`src/rtl/spi_div_cmd_decoder_if.sv`:
```
// Signal bundle between the SPI byte receiver and the divider command decoder.
// The decoder uses the slave modport; the receiver side (or a bench) uses master.
interface spi_div_cmd_decoder_if #(
    parameter int DIV_W = 32
);
    logic             spi_cs;
    logic [7:0]       rx_byte;
    logic             rx_bit_msb;
    logic [DIV_W-1:0] div_value;
    logic             div_update;
    logic             out_en;
    logic             frame_err;

    modport slave (
        input  spi_cs, rx_byte, rx_bit_msb,
        output div_value, div_update, out_en, frame_err
    );

    modport master (
        output spi_cs, rx_byte, rx_bit_msb,
        input  div_value, div_update, out_en, frame_err
    );
endinterface

```
`src/rtl/spi_div_cmd_decoder.sv`:
```
// Frames bytes from the SPI receiver into divider/enable commands on clk_i.
// state | meaning
// IDLE  | waiting for chip-select to fall
// CMD   | expecting the command byte
// DATA  | collecting payload bytes for DIV or CTRL
// SKIP  | command finished or rejected; ignore bytes until chip-select rises
module spi_div_cmd_decoder #(
    parameter int DIV_W       = 32,
    parameter int DIV_RESET   = 2,
    parameter int SYNC_STAGES = 2
) (
    input logic                clk_i,
    input logic                rst_n,
    spi_div_cmd_decoder_if.slave bus
);
    localparam int NB    = DIV_W / 8;
    localparam int CNT_W = $clog2(NB) + 1;
    localparam int LAST  = SYNC_STAGES - 1;

    typedef enum logic [1:0] {IDLE, CMD, DATA, SKIP} state_t;

    logic [SYNC_STAGES-1:0] cs_s_q;
    logic [SYNC_STAGES-1:0] msb_s_q;
    logic                   msb_prev_q;
    logic                   cs_prev_q;
    state_t                 state_q;
    logic                   tgt_div_q;
    logic [CNT_W-1:0]       cnt_q;
    logic [DIV_W-1:0]       acc_q;
    logic [DIV_W-1:0]       div_value_q;
    logic                   div_update_q;
    logic                   out_en_q;
    logic                   frame_err_q;

    logic                   byte_stb;
    logic                   cs_fall;
    logic                   cs_rise;
    logic [DIV_W-1:0]       acc_next;

    // Both CS taps must be low so a counter reset from a CS rise is never taken as a byte.
    assign byte_stb = msb_prev_q & ~msb_s_q[LAST] & ~cs_s_q[0] & ~cs_s_q[LAST];
    assign cs_fall  = cs_prev_q & ~cs_s_q[LAST];
    assign cs_rise  = ~cs_prev_q & cs_s_q[LAST];
    assign acc_next = (acc_q << 8) | DIV_W'(bus.rx_byte);

    always_ff @(posedge clk_i or negedge rst_n) begin
        if (!rst_n) begin
            cs_s_q       <= '1;
            msb_s_q      <= '0;
            msb_prev_q   <= 1'b0;
            cs_prev_q    <= 1'b1;
            state_q      <= IDLE;
            tgt_div_q    <= 1'b0;
            cnt_q        <= '0;
            acc_q        <= '0;
            div_value_q  <= DIV_W'(DIV_RESET);
            div_update_q <= 1'b0;
            out_en_q     <= 1'b0;
            frame_err_q  <= 1'b0;
        end else begin
            cs_s_q       <= {cs_s_q[SYNC_STAGES-2:0], bus.spi_cs};
            msb_s_q      <= {msb_s_q[SYNC_STAGES-2:0], bus.rx_bit_msb};
            msb_prev_q   <= msb_s_q[LAST];
            cs_prev_q    <= cs_s_q[LAST];
            div_update_q <= 1'b0;
            frame_err_q  <= 1'b0;
            case (state_q)
                IDLE: begin
                    if (cs_fall) state_q <= CMD;
                end
                CMD: begin
                    if (cs_rise) begin
                        state_q <= IDLE;
                    end else if (byte_stb) begin
                        cnt_q <= '0;
                        if (bus.rx_byte == 8'h01) begin
                            state_q   <= DATA;
                            tgt_div_q <= 1'b1;
                        end else if (bus.rx_byte == 8'h02) begin
                            state_q   <= DATA;
                            tgt_div_q <= 1'b0;
                        end else begin
                            state_q     <= SKIP;
                            frame_err_q <= 1'b1;
                        end
                    end
                end
                DATA: begin
                    if (cs_rise) begin
                        state_q     <= IDLE;
                        frame_err_q <= 1'b1;
                    end else if (byte_stb) begin
                        acc_q <= acc_next;
                        cnt_q <= cnt_q + CNT_W'(1);
                        if (!tgt_div_q) begin
                            out_en_q <= bus.rx_byte[0];
                            state_q  <= SKIP;
                        end else if (cnt_q == CNT_W'(NB - 1)) begin
                            state_q <= SKIP;
                            // A zero divider is rejected rather than committed.
                            if (acc_next != '0) begin
                                div_value_q  <= acc_next;
                                div_update_q <= 1'b1;
                            end else begin
                                frame_err_q <= 1'b1;
                            end
                        end
                    end
                end
                SKIP: begin
                    if (cs_rise) state_q <= IDLE;
                end
                default: state_q <= IDLE;
            endcase
        end
    end

    assign bus.div_value  = div_value_q;
    assign bus.div_update = div_update_q;
    assign bus.out_en     = out_en_q;
    assign bus.frame_err  = frame_err_q;
endmodule

```
`src/flat_wrapper.sv`:
```
// flat-port wrapper written by rule: the top's interface ports become plain ports
module spi_div_cmd_decoder_flat 
#(
    parameter int DIV_W       = 32,
    parameter int DIV_RESET   = 2,
    parameter int SYNC_STAGES = 2
)
  (clk_i, rst_n, bus_spi_cs, bus_rx_byte, bus_rx_bit_msb, bus_div_value, bus_div_update, bus_out_en, bus_frame_err);
  spi_div_cmd_decoder_if #(.DIV_W(DIV_W)) bus_i ();
  input logic clk_i;
  input logic rst_n;
  input wire logic [$bits(bus_i.spi_cs)-1:0] bus_spi_cs;
  input wire logic [$bits(bus_i.rx_byte)-1:0] bus_rx_byte;
  input wire logic [$bits(bus_i.rx_bit_msb)-1:0] bus_rx_bit_msb;
  output wire logic [$bits(bus_i.div_value)-1:0] bus_div_value;
  output wire logic [$bits(bus_i.div_update)-1:0] bus_div_update;
  output wire logic [$bits(bus_i.out_en)-1:0] bus_out_en;
  output wire logic [$bits(bus_i.frame_err)-1:0] bus_frame_err;
  assign bus_i.spi_cs = bus_spi_cs;
  assign bus_i.rx_byte = bus_rx_byte;
  assign bus_i.rx_bit_msb = bus_rx_bit_msb;
  assign bus_div_value = bus_i.div_value;
  assign bus_div_update = bus_i.div_update;
  assign bus_out_en = bus_i.out_en;
  assign bus_frame_err = bus_i.frame_err;
  spi_div_cmd_decoder #(.DIV_W(DIV_W), .DIV_RESET(DIV_RESET), .SYNC_STAGES(SYNC_STAGES)) u_core (.clk_i(clk_i), .rst_n(rst_n), .bus(bus_i));
endmodule
```
`config.mk`:
```
export PLATFORM = sky130hd
export DESIGN_NAME = spi_div_cmd_decoder_flat
export DESIGN_NICKNAME = d
export VERILOG_FILES = /design/src/rtl/spi_div_cmd_decoder_if.sv /design/src/rtl/spi_div_cmd_decoder.sv /design/src/flat_wrapper.sv
export SDC_FILE = /design/constraint.sdc
export NUM_CORES = 1
export LEC_CHECK = 0
export ABC_AREA = 1
export BUFFER_PORTS_ARGS = -buffer_cell sky130_fd_sc_hd__buf_2
export CORE_UTILIZATION = 50
export DETAILED_ROUTE_END_ITERATION = 10
export PLACE_DENSITY = 0.84
export SLEW_MARGIN = 5
export SYNTH_ARGS = -nofsm -noshare
export SYNTH_HDL_FRONTEND = slang
export SYNTH_SLANG_ARGS = --single-unit
```
`constraint.sdc`:
```
create_clock -name clk_i -period 1.4 [get_ports clk_i]
set_input_delay 0.28 -clock clk_i [delete_from_list [all_inputs] [get_ports clk_i]]
set_output_delay 0.28 -clock clk_i [all_outputs]
set_load 0.02 [all_outputs]
```
# After elaboration in Yosys (flattened, before gate mapping)
# Index checks and enable logic that the tools add are counted.
[totals]
ff_bits = 71
input_bits = 12
out_inout_bits = 35
wordCells = 84
[classes]
addsub = 1
eq_ne = 15
n_mux = 34
bitwise_logic = 12
n_reduce_logical = 10
[op_table]
columns = ["op", "n"]
rows = [
  ["bitwise OR 32 x 8 -> 32 bit", 1],
  ["nonzero test 32 bit", 1],
  ["2-to-1 mux 1 bit", 18],
  ["2-to-1 mux 2 bit", 9],
  ["2-to-1 mux 3 bit", 4],
  ["AND reduction 5 bit", 2],
  ["== test 8 x 1 -> 1 bit, second input constant", 1],
  ["== test 8 x 2 -> 1 bit, second input constant", 1],
  ["!= test 2 x 1 -> 1 bit, second input constant", 4],
  ["case mux 2 bit (4 select lines)", 1],
  ["AND reduction 4 bit", 2],
  ["!= test 3 x 1 -> 1 bit, second input constant", 2],
  ["inverter 1 bit", 6],
  ["case mux 3 bit (2 select lines)", 1],
  ["AND reduction 6 bit", 1],
  ["bitwise AND 1 bit", 5],
  ["== test 2 bit, second input constant", 2],
  ["!= test 2 bit, second input constant", 2],
  ["!= test 4 bit, second input constant", 1],
  ["nonzero test 2 bit", 2],
  ["adder 3 x 1 -> 3 bit, second input constant", 1],
  ["== test 3 x 2 -> 1 bit, second input constant", 1],
  ["AND reduction 3 bit", 1],
  ["== test 2 x 1 -> 1 bit, second input constant", 1],
  ["other kinds (2)", 2],
]

# Longest topological paths before layout
# Gate-level depths: netlist of run 1.
[logic_depth]
ltp_word = 8
depth_mapped = 11
depth_no_buf = 10

# Least setup slack after synthesis of run 1
# OpenSTA, ideal clock, no wires.
[synth_timing]
path_kind = "reg-to-reg"
from = "register u_core.cnt_q[0]"
to = "register u_core.div_value_q[16] (netlist: u_core.bus.div_value[16])"
setup_ps = 118
arrival_ps = 1345
t_required_ps = 1282
setup_slack_ps = -63
stages_incl_launch_ff = 9
path_buffers = 1
period_less_slack_ps = 1463
path_cell_list = "dfrtp_1 -> ha_1 -> ha_1 -> inv_1 -> nor3_4 -> nand3_4 -> buf_6 -> nand2_1 -> o21ai_2"
[synth_between]
elab_chain_cells = 2
[synth_rtl]
columns = ["item", "line", "text"]
rows = [
  ["start, declared", "spi_div_cmd_decoder.sv:28", "logic [CNT_W-1:0] cnt_q;"],
  ["start signal, assigned", "spi_div_cmd_decoder.sv:94", "cnt_q <= cnt_q + CNT_W'(1);"],
  ["== test 3 x 2 -> 1 bit", "spi_div_cmd_decoder.sv:98", "end else if (cnt_q == CNT_W'(NB - 1)) begin"],
  ["AND reduction 6 bit (no line)", "--", ""],
  ["end signal, assigned", "spi_div_cmd_decoder.sv:56", "div_value_q <= DIV_W'(DIV_RESET);"],
  ["end signal, assigned", "spi_div_cmd_decoder.sv:102", "div_value_q <= acc_next;"],
  ["end, declared", "spi_div_cmd_decoder.sv:30", "logic [DIV_W-1:0] div_value_q;"],
]
# Every way passes these cells.
# A chain may end at the register's enable or synchronous reset.

# Worst setup path in the final report of run 1
[layout_timing]
from = "register u_core.acc_q[12]"
to = "register u_core.div_value_q[23] (netlist: u_core.bus.div_value[23])"
[layout_between]
elab_chain_cells = 3
[layout_rtl]
columns = ["item", "line", "text"]
rows = [
  ["start, declared", "spi_div_cmd_decoder.sv:29", "logic [DIV_W-1:0] acc_q;"],
  ["start signal, assigned", "spi_div_cmd_decoder.sv:93", "acc_q <= acc_next;"],
  ["bitwise OR 32 x 8 -> 32 bit", "spi_div_cmd_decoder.sv:44", "assign acc_next = (acc_q << 8) | DIV_W'(bus.rx_byte);"],
  ["nonzero test 32 bit", "spi_div_cmd_decoder.sv:101", "if (acc_next != '0) begin"],
  ["AND reduction 6 bit (no line)", "--", ""],
]
# Every way passes these cells.

==> metrics.cfg, run 1 <==
[flow_run]
drv_cap=0

[setup_path]
worst_r2r_startpoint=u_core.acc_q[12]
cp_max_fo=6
r2r_end=u_core.bus.div_value[23]
ff2ff_path_depth=10
critPathCapture=u_core.bus.div_value[23]
slowest_delay_ns=0.39
crit_slowest_cell=dfrtp_1
start_kind=flop
crit_chain=nor2_1, nand2_1, nor2_1, nand2_1, nor2_2, inv_2, nand3_4, clkbuf_16, nand2_4, o21ai_2
crit_start=u_core.acc_q[12]
ff2ff_setup_slack_ns=-0.31
crit_type=reg2reg
arrival_ns=1.99
endpoint_kind=flop
critPathRequiredTime_ns=1.68

[clock_tree]
cts_buffers=9
cts_max_level=3
cts.sinks=71
clock_latency_ns=0.36
cts_tree=built
clk_pin_slew_ns=0.08
cts_root_buf=clkbuf_8
cts_buffer_depth=2

[pwr]
netSwitchingPower_mw=2.26
clkPwrFrac_pct=24.8
switching_share_pct=36.1
power_mw=6.26
p_int_mw=4.00
combinationalPowerShare_pct=34.0
ir_drop_v=0.000965
pwr-share-seq_pct=41.2
p_leak_nw=2.31
power_density_nw_per_um2=1360

[finish]
drive_above_1_share_pct=57.2
fin_area_sq_um=4610
nets=460
final_cells=521
fin_util_pct=77.8
final_cell_mix=67 x dfrtp_1, 46 x buf_2, 46 x buf_4, 44 x nand2_1, 41 x nand2_2
fillers=341
syn_to_final_growth_pct=50.7
diodes=0
final_common_cell=dfrtp_1

[timing]
relSlewSlack_pct=70.3
finalHoldViolCount=0
fin_crit_ns=1.71
worst_pin_slew_ns=0.446
fmax_ghz=0.584
fin_crit_sh_pct=122
drv_slew=0
tns_ns=-9.72
finalSetupViolCount=59
setup_ws_ns=-0.312
skew_ns=0.0107
rsz0062_at_grt=true

[grt]
antenna_found_initial=0
grt_pass1_vias=2715
track_usage_pct=27.0
overflow=0
grt_max_degree=35
grt_pass1_wl_um=12700

[placement]
post_dp_cell_area_sq_um=3710
routabilityCongestion=0.842
dp_cells=483
hpwl_um=4940
portBuffers=46

[outcome]
status=finished, violations left
violations=setup timing

[yosys]
synth-seq-cells=71
avgSynthCellArea_sq_um=9.43
synth_largest_area_cell=dfrtp_1
syn_inst=324
synth_area_leaders=dfrtp_1 55%, nand2_1 12%, o21ai_2 6.3%, o21ai_0 4.9%, inv_1 4.3%
synth_warnings=0
synth_cell_type_count=24
synth_top_area_share_pct=54.9
netlist_area_sq_um=3060
synthesis.nets=343
seq_area_frac_synth_pct=58.3

[route]
num_vias=2833
post_drt_wl_per_cell_um=18.7
drtIter0Drc=206
viasPerCell=5.44
drt_first_pass_iters=5
ant_nets=0
drc=0
wirelength_um=9760

[floorplan]
num_rows=28
fp.coreArea_sq_um=5920
die_h_um=80.2
fp.dieArea_sq_um=6430
initial_core_util_pct=51.6
die_w_um=80.2
ios=47

[hold_path]
hold_path_class=in2reg
min_from=bus_spi_cs

worst min path at each step:
| stage | slack, ns | endpoint | depth (start not counted) |
|---|---|---|---|
| floorplan | -0.02 | u_core.acc_q[0] | 0 |
| global placement | 0.24 | u_core.acc_q[3] | 1 |
| detailed placement | 0.25 | u_core.acc_q[2] | 1 |
| CTS | 0.007 | u_core.cs_s_q[0] | 1 |
| global route | 0.01 | u_core.cs_s_q[0] | 1 |
| finish | 0.01 | u_core.cs_s_q[0] | 1 |
power groups by stage:
| stage | combinational (mW) | clock, mW | sequential, mW |
|---|---|---|---|
| floorplan | 0.699 | 0 | 2.58 |
| global placement | 1.41 | 0 | 2.54 |
| detailed placement | 1.48 | 0 | 2.55 |
| CTS | 1.64 | 1.55 | 2.52 |
| global route | 2.27 | 1.64 | 2.60 |
| finish | 2.13 | 1.55 | 2.58 |
per-stage QoR:
step           worst slack, ns  hold WS (ns)
6_report                -0.312        0.0111
5_1_grt                 -0.371        0.0114
4_1_cts                 -0.163       0.00659
3_5_place_dp            -0.214         0.249
3_3_place_gp           -0.0998         0.239
2_1_floorplan          -0.0268       -0.0156
final cells by class:
class | count | area (sq um) | share of cell area [%]
timing repair buffer | 115 | 951 | 20.6
clock buffer | 12 | 155 | 3.37
inverter | 37 | 161 | 3.50
clock inverter | 4 | 28.8 | 0.625
tap | 75 | 93.8 | 2.04
multi-input combinational | 207 | 1440 | 31.2
sequential | 71 | 1780 | 38.7
sequential cells by signal, indices dropped and copies added, names as in the netlist, 2 cells and up:
register              flops
u_core.acc_q             24
u_core.bus.div_value     32
u_core.cnt_q              3
u_core.cs_s_q             2
u_core.msb_s_q            2
u_core.state_q            2
synth_stat cells (all sizes together):
master / count
or2: 1
dfrtp: 67
a21oi: 4
nand2: 99
nand3: 7
inv: 37
nor2: 31
o21a: 1
o32ai: 1
o21ai: 52
clkbuf: 2
buf: 8
nor3: 2
xnor2: 1
ha: 7
dfstp: 4
what timing repair did:
item,4_1_cts,5_1_grt
hold endpoints to repair,12,0
setup endpoints to repair,58,65
cloned,3,6
gates resized for setup,66,97
hold buffers,1,0
pin swaps,4,16
setup buffers,8,8
per-layer routing:
metal / GRT usage [%] / vias to the layer above / part of all wire [%]
met3: 5.57 / 43 / 6.0
li1: - / 1260 / -
met1: 31.3 / 1380 / 39
met5: 0 / - / 0
met2: 45.5 / 150 / 51
met4: 17.0 / 0 / 4.4
kinds of logic (layout without fill, tap and decap cells):
group	count (synthesis)	count (layout)	share of synthesized area, %
AO/OA/AOI/OAI	58	58	12.4
XOR/XNOR	1	1	0.287
adder cells (fa/ha/maj)	7	7	2.87
buffers and inverters	47	168	7.41
flip-flops	71	71	58.3
AND/OR/NAND/NOR	140	141	18.7
critical path: cells and delay by family, from the launching register on:
family	cells	cell delay (ns)
and+or+nand+nor	7	0.86
DFF	1	0.39
buffers and inverters	2	0.30
AOI/OAI and AO/OA	1	0.07
(Power assumes the default switching activity.)
==> inputs of run 2 (changes only) <==
--- a/config.mk
+++ b/config.mk
@@ -10,6 +10,7 @@
 export CORE_UTILIZATION = 50
 export DETAILED_ROUTE_END_ITERATION = 10
 export PLACE_DENSITY = 0.84
+export RECOVER_POWER = 50
 export SLEW_MARGIN = 5
 export SYNTH_ARGS = -nofsm -noshare
 export SYNTH_HDL_FRONTEND = slang
==> metrics.cfg, run 2 (same netlist as run 1, synthesis figures left out) <==
[finish]
nets=460  ; unchanged
drive_above_1_share_pct=56.7  ; -0.45 points
fillers=345  ; +1.2%
regArea_sq_um=1780  ; unchanged
largest_reg_flops=32  ; unchanged
syn_to_final_growth_pct=50.1
multiInputGateArea_sq_um=1440  ; unchanged
final_cell_mix=67 x dfrtp_1, 45 x buf_2, 45 x buf_4, 44 x nand2_1, 41 x nand2_2
diodes=0  ; unchanged
final_common_cell=dfrtp_1

[setup_path]
crit_slowest_cell=dfrtp_1
crit_type=reg2reg
critPathRequiredTime_ns=1.67  ; about the same
start_kind=flop
endpoint_kind=flop
slowest_delay_ns=0.39  ; about the same
crit_chain=nor2_1, nand2_1, nor2_1, nand2_1, nor2_2, inv_2, nand3_4, clkbuf_16, nand2_4, o21ai_2
ff2ff_setup_slack_ns=-0.31  ; about the same
arrival_ns=1.99  ; about the same
ff2ff_path_depth=10  ; unchanged
cp_max_fo=6  ; unchanged

[pwr]
power_density_nw_per_um2=1360  ; +0.19%
ir_drop_v=0.000970  ; +0.54%
switching_share_pct=36.0  ; about the same
clkPwrFrac_pct=24.7  ; about the same
combinationalPowerShare_pct=34.1  ; about the same
p_leak_nw=2.30  ; -0.29%
p_int_mw=4.00  ; -0.17%
pwr-share-seq_pct=41.2  ; about the same
power_mw=6.25  ; -0.19%
netSwitchingPower_mw=2.25  ; -0.22%

[timing]
fmax_ghz=0.583  ; -0.16%
tns_ns=-9.89  ; -0.171 ns
finalHoldViolCount=0  ; unchanged
drv_slew=0  ; unchanged
setup_ws_ns=-0.315  ; -0.00269 ns
rsz0062_at_grt=true
relSlewSlack_pct=69.4  ; -0.90 points
skew_ns=0.0117  ; +0.000969 ns
fin_crit_sh_pct=122  ; +0.19 points
fin_crit_ns=1.71  ; +0.00269 ns
finalSetupViolCount=59  ; unchanged
worst_pin_slew_ns=0.460  ; +0.0136 ns

[grt]
track_usage_pct=27.0  ; unchanged
grt_max_degree=35  ; unchanged
grt_pass1_wl_um=12700  ; unchanged
overflow=0  ; unchanged
antenna_found_initial=0  ; unchanged
grt_pass1_vias=2715  ; unchanged

[clock_tree]
cts_tree=built
cts.sinks=71  ; unchanged
cts_max_level=3  ; unchanged
clk_pin_slew_ns=0.08  ; about the same
cts_buffer_depth=2  ; unchanged
clock_latency_ns=0.36  ; about the same
cts_buffers=9  ; unchanged
cts_root_buf=clkbuf_8

[route]
drc=0  ; unchanged
viasPerCell=5.47  ; +0.64%
wirelength_um=9740  ; -0.17%
drt_first_pass_iters=4  ; -1
ant_nets=0  ; unchanged
drtIter0Drc=212  ; +2.9%
post_drt_wl_per_cell_um=18.7  ; -0.17%
num_vias=2851  ; +0.64%

[flow_run]
drv_cap=0  ; unchanged

[floorplan]
ios=47  ; unchanged
fp.coreArea_sq_um=5920  ; unchanged
die_h_um=80.2  ; unchanged
die_w_um=80.2  ; unchanged
num_rows=28  ; unchanged
initial_core_util_pct=51.6  ; unchanged
fp.dieArea_sq_um=6430  ; unchanged

[placement]
hpwl_um=4940  ; unchanged
routabilityCongestion=0.842  ; unchanged
portBuffers=46  ; unchanged

[hold_path]
hold_depth=1  ; unchanged
hold_path_class=in2reg

[outcome]
status=finished, violations left
violations=setup timing

## run 2: stage by stage
step	util [%]	instance area, sq um	setup slack [ns]	hold WS (ns)	instances
5_1_grt	77.5	4590	-0.371	0.0168	521
2_1_floorplan	-	3070	-0.0268	-0.0156	324
4_1_cts	70.4	4170	-0.163	0.00659	511
3_5_place_dp	62.7	3710	-0.214	0.249	483
3_3_place_gp	62.7	3710	-0.0998	0.239	483
6_report	77.5	4590	-0.315	0.0173	521
## run 2: worst paths after layout
path                              startpoint                  endpoint
max                         u_core.acc_q[12]  u_core.bus.div_value[23]
min                               bus_spi_cs          u_core.cs_s_q[0]
max reg2reg                 u_core.acc_q[12]  u_core.bus.div_value[23]
min reg2reg                u_core.msb_s_q[0]         u_core.msb_s_q[1]
max in group asynchronous              rst_n          u_core.acc_q[15]
min in group asynchronous              rst_n           u_core.acc_q[2]
## run 2: power groups by stage
stage	Clock (mW)	Combinational [mW]	Sequential (mW)
after floorplan	0	0.699	2.58
after global placement	0	1.41	2.54
after detailed placement	0	1.48	2.55
after CTS	1.55	1.64	2.52
after global routing	1.64	2.27	2.60
final	1.55	2.13	2.57
## run 2: metal layers
layer  global-route usage [%]  up-vias  share of wire (%)
li1                         -     1261                  -
met1                     31.3     1398                 38
met2                     45.5      147                 51
met3                     5.57       45                6.2
met4                     17.0        0                5.0
met5                        0        -                  0
## run 2: critical path: cells and delay by family (launching register included)
kind | cells | cell delay (ns)
buffers and inverters | 2 | 0.30
AOI/OAI and AO/OA | 1 | 0.07
and+or+nand+nor | 7 | 0.86
DFF | 1 | 0.39
## run 2: what timing repair did
action | CTS | global route
pin swaps | 4 | 16
cloned | 3 | 6
setup buffers | 8 | 8
endpoints found under the hold margin | 12 | 0
gates resized for setup | 66 | 97
endpoints found under the setup margin | 58 | 65
hold buffers | 1 | 0
## run 2: layout make-up
| class | instances | share of cell area (%) |
|---|---|---|
| sequential | 71 | 38.8 |
| multi-input combinational | 207 | 31.3 |
| timing repair buffer | 115 | 20.3 |
| inverter | 37 | 3.52 |
| clock buffer | 12 | 3.38 |
| tap | 75 | 2.04 |
| clock inverter | 4 | 0.627 |
